<file path="config.mk">
export PLATFORM = sky130hd
export DESIGN_NAME = func_sweep_ctrl
export DESIGN_NICKNAME = d
export VERILOG_FILES = /design/src/rtl/func_sweep_ctrl.sv
export SDC_FILE = /design/constraint.sdc
export NUM_CORES = 1
export LEC_CHECK = 0
export ABC_AREA = 1
export CAP_MARGIN = 15
export CORE_MARGIN = 2
export CORE_UTILIZATION = 38
export DETAILED_ROUTE_END_ITERATION = 10
export SLEW_MARGIN = 20
export SYNTH_ARGS = -nofsm -noshare
export SYNTH_HDL_FRONTEND = slang
export SYNTH_SLANG_ARGS = --single-unit
</file>
<file path="constraint.sdc">
create_clock -name clk -period 1.8 [get_ports clk]
set_clock_uncertainty 0.05 [all_clocks]
set_input_delay 0.36 -clock clk [delete_from_list [all_inputs] [get_ports clk]]
set_output_delay 0.36 -clock clk [all_outputs]
set_load 0.02 [all_outputs]
</file>
<file path="src/rtl/func_sweep_ctrl.sv">
// -----------------------------------------------------------------------------
// func_sweep_ctrl
//
// Self-test and characterisation sequencer for the 4-input function unit
// F = AC + ABC' + BD + A'C'D'. A start pulse walks {A,B,C,D} through indices
// 0..15 (A is the MSB). Each index is held for SETTLE cycles before F is
// sampled. Samples build a captured truth table and are compared against
// GOLDEN to produce an error count, the first failing index and a pass flag.
//
// Per-vector timing: DRIVE (1) + WAIT (SETTLE) + SAMPLE (1) = SETTLE+2
// cycles. A sweep therefore lasts 16*(SETTLE+2) cycles, followed by a single
// DONE cycle.
//
// Parameters
//   SETTLE          settle cycles between driving a vector and sampling (0..15)
//   GOLDEN          expected F per index, bit i = F for {A,B,C,D} = i
//
// Ports
//   clk             system clock, rising edge
//   rst             synchronous active-high reset
//   start           begin a sweep; honoured only in IDLE, and not with abort
//   abort           cancel a sweep in DRIVE/WAIT/SAMPLE; partial results kept
//   F               output of the function unit under control
//   A, B, C, D      function unit inputs, A = idx[3] ... D = idx[0]
//   busy            sweep in progress
//   done            one-cycle pulse on normal completion (decode of DONE)
//   pass            high after a completed sweep with zero mismatches
//   captured        sampled F per index
//   err_count       mismatches in the current or last sweep (0..16)
//   first_err       index of the first mismatch
//   first_err_valid first_err holds a valid index
// -----------------------------------------------------------------------------
module func_sweep_ctrl #(
  parameter int unsigned SETTLE = 2,
  parameter logic [15:0] GOLDEN = 16'hFCB1
) (
  input  logic        clk,
  input  logic        rst,
  input  logic        start,
  input  logic        abort,
  input  logic        F,
  output logic        A,
  output logic        B,
  output logic        C,
  output logic        D,
  output logic        busy,
  output logic        done,
  output logic        pass,
  output logic [15:0] captured,
  output logic [4:0]  err_count,
  output logic [3:0]  first_err,
  output logic        first_err_valid
);

  localparam logic [3:0] SETTLE_CYC = 4'(SETTLE);

  typedef enum logic [2:0] {
    S_IDLE,
    S_DRIVE,
    S_WAIT,
    S_SAMPLE,
    S_DONE
  } state_t;

  state_t      state_q, state_d;
  logic [3:0]  idx_q, idx_d;
  logic [3:0]  cnt_q, cnt_d;
  logic        busy_q, busy_d;
  logic        pass_q, pass_d;
  logic [15:0] captured_q, captured_d;
  logic [4:0]  err_count_q, err_count_d;
  logic [3:0]  first_err_q, first_err_d;
  logic        first_err_valid_q, first_err_valid_d;
  logic        abort_busy;

  // Abort only acts in the sweep states; IDLE ignores it and DONE always
  // completes so a finished sweep can never be lost.
  assign abort_busy = abort &&
                      ((state_q == S_DRIVE) || (state_q == S_WAIT) || (state_q == S_SAMPLE));

  always_comb begin
    // NOTE: every next-state signal gets a hold default first, so no path
    // through the case below can leave one unassigned and infer a latch.
    state_d           = state_q;
    idx_d             = idx_q;
    cnt_d             = cnt_q;
    busy_d            = busy_q;
    pass_d            = pass_q;
    captured_d        = captured_q;
    err_count_d       = err_count_q;
    first_err_d       = first_err_q;
    first_err_valid_d = first_err_valid_q;

    if (abort_busy) begin
      // Partial results stay visible; an aborting SAMPLE records nothing.
      state_d = S_IDLE;
      idx_d   = '0;
      busy_d  = 1'b0;
    end else begin
      unique case (state_q)
        S_IDLE: begin
          if (start && !abort) begin
            state_d           = S_DRIVE;
            idx_d             = '0;
            busy_d            = 1'b1;
            pass_d            = 1'b0;
            captured_d        = '0;
            err_count_d       = '0;
            first_err_d       = '0;
            first_err_valid_d = 1'b0;
          end
        end

        S_DRIVE: begin
          if (SETTLE_CYC == 4'd0) begin
            state_d = S_SAMPLE;
          end else begin
            state_d = S_WAIT;
            cnt_d   = SETTLE_CYC;
          end
        end

        // cnt counts SETTLE..1, so WAIT lasts exactly SETTLE cycles.
        S_WAIT: begin
          cnt_d = cnt_q - 4'd1;
          if (cnt_q == 4'd1) begin
            state_d = S_SAMPLE;
          end
        end

        S_SAMPLE: begin
          captured_d[idx_q] = F;
          if (F != GOLDEN[idx_q]) begin
            err_count_d = err_count_q + 5'd1;
            if (!first_err_valid_q) begin
              first_err_d       = idx_q;
              first_err_valid_d = 1'b1;
            end
          end
          if (idx_q == 4'd15) begin
            state_d = S_DONE;
          end else begin
            idx_d   = idx_q + 4'd1;
            state_d = S_DRIVE;
          end
        end

        // err_count_q already includes the final sample here.
        S_DONE: begin
          state_d = S_IDLE;
          idx_d   = '0;
          busy_d  = 1'b0;
          pass_d  = (err_count_q == 5'd0);
        end

        default: begin
          state_d = S_IDLE;
          idx_d   = '0;
          busy_d  = 1'b0;
        end
      endcase
    end
  end

  // NOTE: state registers use non-blocking assignments so every flop samples
  // the pre-edge values, independent of statement order.
  always_ff @(posedge clk) begin
    if (rst) begin
      state_q           <= S_IDLE;
      idx_q             <= '0;
      cnt_q             <= '0;
      busy_q            <= 1'b0;
      pass_q            <= 1'b0;
      captured_q        <= '0;
      err_count_q       <= '0;
      first_err_q       <= '0;
      first_err_valid_q <= 1'b0;
    end else begin
      state_q           <= state_d;
      idx_q             <= idx_d;
      cnt_q             <= cnt_d;
      busy_q            <= busy_d;
      pass_q            <= pass_d;
      captured_q        <= captured_d;
      err_count_q       <= err_count_d;
      first_err_q       <= first_err_d;
      first_err_valid_q <= first_err_valid_d;
    end
  end

  assign A               = idx_q[3];
  assign B               = idx_q[2];
  assign C               = idx_q[1];
  assign D               = idx_q[0];
  assign busy            = busy_q;
  assign done            = (state_q == S_DONE);
  assign pass            = pass_q;
  assign captured        = captured_q;
  assign err_count       = err_count_q;
  assign first_err       = first_err_q;
  assign first_err_valid = first_err_valid_q;

endmodule

</file>
==> flow_summary.yaml <==
worst_setup_path:
  crit_type: "register to output pin"
  critical_path.cell_chain: "clkdlybuf4s50_1"
  r2r_cells: 9
  r2r_end: "err_count[3]"
  arrival_ns: 1.34
  cpPeakStageDelay_ns: 0.64
  required_ns: 1.39
  start_kind: "register"
  worst-path-max-fanout: 6
  reg2reg_setup_slack_ns: 0.16
  crit_buf_inv: 1
  reg2reg_from: "state_q[0]"
  slowest_stage: "clkdlybuf4s50_1"
  crit_family: "buffers and inverters"
  crit_path_end_kind: "output pin"
yosys:
  synth_top_cell_area_share_pct: 39.63
  ys_top_cells_by_area: "dfxtp_1 (40%), nand2_1 (14%), a21oi_1 (7.2%), nor2_1 (5.8%), nand3_1 (5.7%)"
  avgSynthCellArea_sq_um: 6.992
  synth_area_sq_mm: 0.002021
  ys_types: 27
  ys_seq_elements: 40
  synthFlopType: "dfxtp_1"
  synth_edf_count: 0
  synthCells: 289
  synth_nets: 302
  synth_commonest_cells: "nand2_1 (74), dfxtp_1 (40), nor2_1 (31)"
  yosysMostFrequentCell: "nand2_1"
  ys_seq_area_share_pct: 39.63
  yosysTopAreaCell: "dfxtp_1"
  synth_warnings: 0
  async_reset_ff_share_pct: 0
cells_and_area:
  fillers: 544
  drive_above_1_share_pct: 11.47
  utilization_pct: 51.79
  diodes: 0
  layout.nets: 353
  area_growth_pct: 30.90
die:
  ios: 38
  row_count: 26
  die_h_um: 76.92
  die_x_um: 76.92
  die_area_sq_mm: 0.005917
  core_sq_mm: 0.005107
  start_util_pct: 39.56
timing:
  maxSlewViolCount: 0
  fin_crit_sh_pct: 97.16
  setup_violations: 0
  setup_ws_ns: 0.05117
  final.min_clock_period_ns: 1.749
  hold_viol: 0
  worst_pin_slew_ns: 0.2861
  slew_headroom_pct: 80.72
  rsz0062_at_grt: "false"
  fmax_ghz: 0.5718
  hold_slack_ns: 0.3923
grt:
  grt_pass1_wl_um: 8024
  overflow: 0
  grt_max_degree: 27
  antenna_found_initial: 0
  grt_pass1_vias: 1802
  grt_use_total_pct: 16.35
route:
  drc: 0
  wl_um: 4630
  wl_per_cell_um: 11.29
  first_pass_iters: 7
  viasPerCell: 4.793
  vias: 1965
  drt_iter0_drc: 85
  final_antenna_net_count: 0
power_and_ir_drop:
  power_frac_seq_pct: 34.0
  leakage_uw: 0.001093
  internal-power_uw: 1858
  p_clk_share_pct: 19.9
  peakVddDrop_uv: 685.9
  combPwrFrac_pct: 46.2
  switching_share_pct: 42.33
  p_per_area_mw_per_mm2: 1218
  p_sw_uw: 1364
clock_tree:
  hold_buffers: 0
  worstSkewPairLatency_ns: 0.28
  clockBufferDepth: 2
  cts_tree: "done"
  clkSinkCount: 40
  htree_levels: 2
  path_clk_slew_ns: 0.07
  numCtsBuffers: 5
  root_buffer: "clkbuf_8"
placed_design:
  place_ws_ns: -0.08519
  dpl.hpwl_um: 3486
  portBuffers: 37
  place.gp.congestion: 0.8335
status:
  outcome: "complete, no violations"
hold_path:
  hp-class: "register to register"
  hold_depth: 1
  min_to: "busy"
  hp-start: "state_q[2]"
job:
  cap_viol_max_count: 0
-- layout by cell type (no fill, tap or decap), types with 2 or more instances in the layout --
master           netlist  final
xor2_1                 3      3
dlygate4sd2_1          0      3
clkbuf_8               0      7
ha_1                   8      8
nor2_4                 2      2
nand4_1                3      3
nand3_4                2      2
nand3_1               23     23
dfxtp_1               40     39
o21ai_1                5      5
clkdlybuf4s50_1        0     33
nand2_1               74     74
o21ai_0               17     17
nor2_2                 1      2
nor2_1                31     30
a21oi_1               29     29
inv_1                 30     30
buf_4                  1     14
inv_2                  5      5
-- area by class of cell --
type	count	area, sq um	area share (%)
Multi-Input combinational cell	205	1035	39.12
Sequential cell	40	802.0	30.32
Tap cell	70	87.58	3.311
Inverter	36	137.6	5.203
Timing Repair Buffer	52	486.7	18.40
Clock buffer	7	96.34	3.642
-- power groups by stage --
stage	sequential [uW]	clock, uW	combinational (uW)
after floorplan	1150	0	1010
after global placement	1110	0	1470
after detailed placement	1110	0	1500
after CTS	1090	656	1480
after global routing	1110	698	1690
final	1090	640	1490
-- routing by layer --
metal	share of wire (%)	track usage (%)
met1	50	21.40
met3	4.2	3.412
met2	45	26.84
met4	0.30	5.273
met5	0	0
-- registers in the layout, indices dropped and copies added (netlist names), named ones only --
| signal | cells |
|---|---|
| cnt_q | 4 |
| err_count | 5 |
| idx_q | 4 |
| first_err | 4 |
| first_err_valid | 1 |
| state_q | 3 |
| busy | 1 |
| captured | 16 |
| pass | 1 |
-- per-stage QoR --
stage | TNS [ns] | instance area (sq um) | power, uW | instances
finish | 0 | 2645 | 3221 | 410
global route | 0 | 2645 | 3503 | 410
CTS | 0 | 2645 | 3233 | 410
detailed placement | -0.6809 | 2554 | 2611 | 403
global placement | -0.2475 | 2554 | 2584 | 403
floorplan | 0 | 2021 | 2161 | 289
-- repair_timing --
item                                    4_1_cts  5_1_grt
endpoints found under the setup margin        4        2
setup buffers                                 0        0
resized for setup                             4        4
-- logic make-up (layout without fill, tap and decap cells) --
family                   Yosys count  count (layout)  synth area share, %
AND/OR/NAND/NOR                  140             140                30.90
AO/OA/AOI/OAI                     53              53                13.50
XOR/XNOR                           4               4                1.734
buffers and inverters             44              95                9.288
flip-flops                        40              40                39.63
adder cells (fa/ha/maj)            8               8                4.954
-- worst max path at each step --
stage	startpoint	endpoint	slack, ns	depth (start not counted)
after floorplan	idx_q[0]	register	0.18	10
after global placement	abort	err_count[3]	-0.04	10
after detailed placement	abort	err_count[3]	-0.09	10
after CTS	err_count[2]	err_count[2]	0.04	1
after global routing	state_q[0]	err_count[3]	0.007	9
final	err_count[2]	err_count[2]	0.05	1
Note: power is estimated with default switching activity, not from simulation.
